### src/rtl/platform_rate_sched.sv
// platform_rate_sched: issues platform_tick enables at a programmable period with difficulty ramp
// and a power-block slowdown followed by stepwise recovery to the saved rate.
module platform_rate_sched #(
  parameter int unsigned START_PERIOD = 500000,
  parameter int unsigned MIN_PERIOD   = 200000,
  parameter int unsigned STEP         = 1000,
  parameter int unsigned RAMP_CYCLES  = 5000000,
  parameter int unsigned POWER_PERIOD = 500000,
  parameter int unsigned POWER_CYCLES = 150000000
) (
  input  logic        clk,
  input  logic        rst,
  input  logic        run,
  input  logic        pause,
  input  logic        power_signal,
  output logic        platform_tick,
  output logic [31:0] period,
  output logic [1:0]  state,
  output logic        power_active
);
  typedef enum logic [1:0] {IDLE, RUN, POWER, RECOVER} st_t;
  st_t st;
  logic [31:0] saved, tick_cnt, ramp_cnt, pwr_cnt, slow_period;
  logic tick_hit, ramp_hit;
  // >= lets a period that shrank below the live count fire on the next cycle
  assign tick_hit = tick_cnt >= period - 32'd1;
  assign ramp_hit = ramp_cnt == RAMP_CYCLES - 1;
  assign slow_period = period > POWER_PERIOD ? period : POWER_PERIOD;
  assign state = st;
  assign power_active = st == POWER || st == RECOVER;
  always_ff @(posedge clk or negedge rst)
    if (!rst) begin
      st <= IDLE;
      period <= START_PERIOD;
      saved <= START_PERIOD;
      tick_cnt <= '0;
      ramp_cnt <= '0;
      pwr_cnt <= '0;
      platform_tick <= 1'b0;
    end else if (!run || st == IDLE) begin
      st <= run ? RUN : IDLE;
      period <= run ? period : START_PERIOD;
      tick_cnt <= '0;
      ramp_cnt <= '0;
      pwr_cnt <= '0;
      platform_tick <= 1'b0;
    end else if (pause) begin
      platform_tick <= 1'b0;
    end else begin
      platform_tick <= tick_hit;
      tick_cnt <= tick_hit ? '0 : tick_cnt + 32'd1;
      ramp_cnt <= ramp_hit ? '0 : ramp_cnt + 32'd1;
      if (st == RUN) begin
        if (power_signal) begin
          saved <= period;
          period <= slow_period;
          pwr_cnt <= '0;
          st <= POWER;
        end else if (ramp_hit)
          period <= period >= MIN_PERIOD + STEP ? period - STEP : MIN_PERIOD;
      end else if (st == POWER) begin
        if (power_signal)
          pwr_cnt <= '0;
        else if (pwr_cnt == POWER_CYCLES - 1) begin
          pwr_cnt <= '0;
          st <= RECOVER;
        end else
          pwr_cnt <= pwr_cnt + 32'd1;
      end else if (power_signal) begin
        period <= slow_period;
        pwr_cnt <= '0;
        st <= POWER;
      end else if (ramp_hit) begin
        // period - STEP <= saved, rearranged so the subtraction can never wrap
        period <= period <= saved + STEP ? saved : period - STEP;
        st <= period <= saved + STEP ? RUN : RECOVER;
      end
    end
endmodule

### config.mk
export PLATFORM = sky130hd
export DESIGN_NAME = platform_rate_sched
export DESIGN_NICKNAME = d
export VERILOG_FILES = /design/src/rtl/platform_rate_sched.sv
export SDC_FILE = /design/constraint.sdc
export NUM_CORES = 1
export LEC_CHECK = 0
export CORE_ASPECT_RATIO = 0.6
export CORE_MARGIN = 3
export CORE_UTILIZATION = 40
export DETAILED_ROUTE_END_ITERATION = 8
export PLACE_DENSITY = 0.52
export REMOVE_ABC_BUFFERS = 1
export SLEW_MARGIN = 40
export SYNTH_ARGS = -nofsm -noshare
export SYNTH_HDL_FRONTEND = slang
export SYNTH_SLANG_ARGS = --single-unit
export TNS_END_PERCENT = 10
### constraint.sdc
create_clock -name clk -period 7.9 [get_ports clk]
set_clock_uncertainty 0.2 [all_clocks]
set_input_delay 2.37 -clock clk [delete_from_list [all_inputs] [get_ports clk]]
set_output_delay 2.37 -clock clk [all_outputs]
set_load 0.03 [all_outputs]
==> impl_metrics.tcl, run 1 <==
set metrics [dict create \
    status "finished, final reports clean" \
    vias 10840 \
    relSlewSlack 0.4275 \
    die_h_um 138.9 \
    intPower_mw 2.083 \
    synth.largest_area_cell "dfrtp_1" \
    antenna_found_initial 0 \
    max-vdd-ir-drop_mv 0.1567 \
    whs_ns 0.2752 \
    start_kind "flop" \
    total_leakage_power_nw 5.397 \
    max_freq_mhz 182.4 \
    p_per_area_nw_per_um2 288.5 \
    hp-class "reg2reg" \
    gp_congestion 0.8616 \
    yosys_warnings 0 \
    pwr-share-comb 0.445 \
    avgSynthCellArea_um2 8.448 \
    cts-resized-gates 0 \
    grt_pass1_vias 9865 \
    cts_tree "built" \
    ys.flop_type "dfrtp_1" \
    cap_violations 0 \
    cts_made_buffers 17 \
    finalNonFillerCells 1767 \
    cts-root-buf "clkbuf_16" \
    die_w_um 227.4 \
    hold_buffers 0 \
    dpl.cell_count 1734 \
    cts_max_level 4 \
    post-route-min-period_ns 5.482 \
    ys_ff_latch 163 \
    rsz0062_at_grt "false" \
    drive_gt1_frac 0.09000 \
    netSwitchingPower_mw 1.692 \
    grt_usage 0.2406 \
    synth_cell_type_count 81 \
    end_kind "flop" \
    postRouteAntennaNets 0 \
    synth_edf_count 0 \
    critPathArrivalTime_ns 5.62 \
    clk_pin_slew_ns 0.07 \
    worstMarginPinSlew_ns 0.8555 \
    switching_share 0.4481 \
    synth-seq-area-share 0.3481 \
    worst_skew_pair.late_latency_ns 0.45 \
    num_io_pins 41 \
    async_flop_share 1.000 \
    critPathKind "reg2reg" \
    portBuffers 40 \
    ys_top_cells_by_area "dfrtp_1 (32%), ha_1 (7.8%), o21ai_0 (5.5%), nand2_1 (4.4%), nand3_1 (4.4%)" \
    grt_pass1_wl_mm 59.76 \
    grt_max_degree 91 \
    first_pass_iters 5 \
    synth_most_common_cell "dfrtp_1" \
    start_util 0.4169 \
    synth_area_um2 11770 \
    finalSetupViolCount 0 \
    clock_path_buffers 2 \
    nNetsFinal 1466 \
    period_share 0.6940 \
    critPathRequiredTime_ns 8.04 \
    syn2layout_area_growth_pct 11.17 \
    maxSlewViolCount 0 \
    grt_overflow 0 \
    antenna_cells 0 \
    clock_sinks 163 \
    rows 47 \
    final.fill_count 2759 \
    hold_viol_final 0 \
    seqPwrFrac 0.329 \
    die_area_um2 31580 \
    ys_top_cells_by_count "dfrtp_1 (149), nand2_1 (138), o21ai_0 (130)" \
    fp.coreArea_um2 28230 \
    viasPerCell 6.132 \
    wl_per_cell_um 21.09 \
    drtIter0Drc 1124 \
    wl_mm 37.27 \
    post_cts_buffers 0 \
    drcViolationCount 0 \
    synth_top_area_frac 0.3169 \
    clock_power_share 0.227 \
    path_max_fanout 29 \
    place_hpwl_mm 26.46 \
    fin_setup_tns_ns 0 \
    syn_inst 1393 \
]
## layer usage
metal / GRT usage / vias up / part of all wire
li1: - / 5210 / -
met4: 0.04057 / 0 / 0.0075
met1: 0.4114 / 5249 / 0.56
met2: 0.2958 / 354 / 0.37
met5: 0 / - / 0
met3: 0.05670 / 23 / 0.071
## path summary, 6_finish.rpt
path,endpoint,depth (start not counted),slack (ns),startpoint
min in group asynchronous,ramp_cnt[29],1,1.58,rst
worst min-delay path,ramp_cnt[14],1,0.28,ramp_cnt[14]
worst max-delay path,period[10],14,2.42,saved[6]
worst max register to register,period[10],14,2.42,saved[6]
max in group asynchronous,saved[6],2,5.01,rst
worst min register to register,ramp_cnt[14],1,0.28,ramp_cnt[14]
## placed cells by master (no fill, tap or decap), drive strengths merged, types with 29 or more instances in the layout
| cell type | n |
|---|---|
| nand2 | 138 |
| nand3 | 103 |
| a21o | 32 |
| xnor2 | 29 |
| dfrtp | 149 |
| a31oi | 30 |
| nor2 | 82 |
| nor3 | 41 |
| xor2 | 36 |
| clkdlybuf4s50 | 39 |
| mux2 | 30 |
| ha | 73 |
| a21oi | 72 |
| o21ai | 133 |
| nand4 | 50 |
| and3 | 35 |
## power by group through the flow
stage / combinational [mW] / sequential [mW] / clock [mW]
floorplan: 1.02 / 1.24 / 0
global placement: 1.63 / 1.25 / 0
detailed placement: 1.65 / 1.25 / 0
CTS: 1.66 / 1.23 / 0.871
global route: 1.85 / 1.27 / 0.909
finish: 1.68 / 1.24 / 0.856
## registers in the layout, summed over array words and instances (netlist names)
| register | cells |
|---|---|
| period | 32 |
| platform_tick | 1 |
| pwr_cnt | 32 |
| ramp_cnt | 32 |
| saved | 32 |
| state | 2 |
| tick_cnt | 32 |
## metrics by stage
stage                       util  worst slack, ns  total power, mW  area [um^2]
after CTS                 0.4621            2.474            3.763        13040
final                     0.4635            2.418            3.775        13080
after detailed placement  0.4414            2.128            2.895        12460
after global routing      0.4635            2.088            4.029        13080
after global placement    0.4404            2.009            2.877        12430
after floorplan                -            2.838            2.263        11440
## cell families (layout without fill, tap and decap cells)
family                   count (synthesis)  after routing  synth area share
AO/OA/AOI/OAI                          360            360            0.1930
AND/OR/NAND/NOR                        588            588            0.2632
multiplexers                            35             35           0.03296
flip-flops                             163            163            0.3481
adder cells (fa/ha/maj)                 73             73           0.07762
buffers and inverters                  109            116           0.03679
XOR/XNOR                                65             65           0.04838
## critical path: stages, from the launching register on
cell      delay [ns]
dfrtp_1         0.45
or4_1           0.57
or3_1           0.39
and3_1          0.26
nand2_1         0.08
xor2_1          0.07
ha_1            0.30
nand4_1         0.19
nor4_2          0.66
a21boi_0        0.61
o311a_1         0.50
or2_1           0.15
buf_4           0.33
nand3_1         0.24
o221a_2         0.36
## layout make-up
class                           count  area (um^2)  share of cell area
Clock inverter                      7        71.32            0.005451
Multi-Input combinational cell   1121         7282              0.5566
Sequential cell                   163         4096              0.3131
Inverter                           28        105.1            0.008034
Tap cell                          367        459.2             0.03510
Clock buffer                       24        511.7             0.03912
Timing Repair Buffer               57        556.8             0.04256
No activity file was read; power rests on OpenSTA's default activity.
==> run 2, diff against run 1 <==
==> constraint.sdc (replaced) <==
create_clock -name clk -period 5.2 [get_ports clk]
set_clock_uncertainty 0.2 [all_clocks]
set_input_delay 1.56 -clock clk [delete_from_list [all_inputs] [get_ports clk]]
set_output_delay 1.56 -clock clk [all_outputs]
set_load 0.03 [all_outputs]
==> impl_metrics.tcl, run 2 (same netlist as run 1, synthesis figures left out) <==
set metrics [dict create \
    wl_mm 37.68 \
    nNetsFinal 1504 \
    num_io_pins 41 \
    crit_chain "inv_1 > ha_1 > nand2b_1 > nor4_1 > buf_4 > nand2_1 > nor4_1 > buf_4 > nand3_1 > xor2_1 > ha_1 > nand4_1 > or2_2 > o221ai_1 > a211o_1 > buf_12 > o21ai_0 > a22o_1" \
    antenna_cells 0 \
    final_common_cell "dfrtp_1" \
    vias 11120 \
    clock_power_share 0.214 \
    cap_violations 0 \
    portBuffers 40 \
    cts_tree "built" \
    wl_met1_mm 20.82 \
    grt_overflow 0 \
    die_w_um 227.4 \
    antenna_found_initial 0 \
    seqPwrFrac 0.294 \
    critPathRequiredTime_ns 5.34 \
    cpMaxStageDelayCell "o221ai_1" \
    die_h_um 138.9 \
    final_cell_mix "dfrtp_1 (149), nand2_1 (137), o21ai_0 (130), nand3_1 (103), nor2_1 (78)" \
    switching_share 0.4454 \
    first_pass_iters 5 \
    total_leakage_power_nw 5.580 \
    pwr-share-comb 0.492 \
    crit_family "simple AND/OR/NAND/NOR gates" \
    top_layer "met4" \
    place_hpwl_mm 27.20 \
    finalSetupViolCount 0 \
    start_util 0.4169 \
    grt_max_degree 89 \
    critPathMaxStageDelay_ns 0.53 \
    cts-root-buf "clkbuf_16" \
    cts-resized-gates 0 \
    clock_path_buffers 2 \
    worstMarginPinSlew_ns 0.8745 \
    whs_ns 0.2941 \
    post-route-min-period_ns 4.862 \
    dr_wl_met2_mm 13.79 \
    drive_gt1_frac 0.1112 \
    viasPerCell 6.154 \
    gp_congestion 0.8420 \
    grt_pass1_vias 9996 \
    hold_viol_final 0 \
    maxSlewViolCount 0 \
    syn2layout_area_growth_pct 13.47 \
    rows 47 \
    end_kind "flop" \
    post_cts_buffers 0 \
    path_max_fanout 34 \
    hp-class "reg2reg" \
    start_kind "flop" \
    grt_pass1_wl_mm 60.10 \
    die_area_um2 31580 \
    fin_setup_tns_ns 0 \
    wl_met3_mm 2.706 \
    fp.coreArea_um2 28230 \
    netSwitchingPower_mw 2.641 \
    critPathArrivalTime_ns 5.00 \
    worst_skew_pair.late_latency_ns 0.46 \
    p_per_area_nw_per_um2 444.0 \
    intPower_mw 3.288 \
    path_buf_inv 4 \
    grt_usage 0.2423 \
    clk_pin_slew_ns 0.07 \
    cts_max_level 4 \
    clock_sinks 163 \
    drtIter0Drc 1192 \
    period_share 0.9349 \
    postRouteAntennaNets 0 \
    critPathKind "reg2reg" \
    max-vdd-ir-drop_mv 0.2730 \
    dpl.cell_count 1773 \
    relSlewSlack 0.4170 \
    hold_buffers 0 \
    status "finished, final reports clean" \
    wl_per_cell_um 20.86 \
    drcViolationCount 0 \
    finalNonFillerCells 1806 \
    rsz0062_at_grt "false" \
    max_freq_mhz 205.7 \
    cts_made_buffers 17 \
]
[run 2: changes by cell type in the layout (fill, tap and decap cells not counted), moves of 2 or more]
cell,change
clkinv_2,+2
clkbuf_1,+4
clkinv_4,+2
buf_4,+37
clkbuf_8,-6
buf_12,+3
[run 2: worst paths after layout]
check,end,depth (start not counted),slack (ns),startpoint
hold / removal,ramp_cnt[14],1,0.29,ramp_cnt[14]
setup / recovery,tick_cnt[5],18,0.34,period[0]
setup reg to reg,tick_cnt[5],18,0.34,period[0]
hold reg to reg,ramp_cnt[14],1,0.29,ramp_cnt[14]
min in group asynchronous,ramp_cnt[25],1,0.88,rst
max in group asynchronous,period[8],2,2.99,rst
[run 2: cell type report]
class,count,area (um^2)
Timing Repair Buffer,95,855.8
Inverter,28,105.1
Clock inverter,10,112.6
Sequential cell,163,4096
Tap cell,367,459.2
Clock buffer,22,444.2
Fill cell,2786,14870
Multi-Input combinational cell,1121,7279
[run 2: routing by layer]
layer,GRT usage,vias to the layer above
met4,0.05178,0
met5,0,-
met2,0.2916,363
li1,-,5263
met3,0.05014,24
met1,0.4193,5465
[run 2: per-stage QoR]
stage | total power [mW] | utilization | worst slack [ns] | instance area [um^2]
floorplan | 3.437 | - | 0.2750 | 11440
global placement | 4.598 | 0.4521 | 0.4229 | 12760
detailed placement | 4.605 | 0.4523 | 0.4017 | 12770
CTS | 5.898 | 0.4720 | 0.3801 | 13320
global route | 6.308 | 0.4731 | 0.02638 | 13350
finish | 5.929 | 0.4731 | 0.3384 | 13350
[run 2: power groups by stage]
stage                     sequential (mW)  clock (mW)  combinational (mW)
after floorplan                      1.89           0                1.55
after global placement               1.76           0                2.84
after detailed placement             1.76           0                2.85
after CTS                            1.74        1.30                2.86
after global routing                 1.77        1.34                3.19
final                                1.74        1.27                2.92
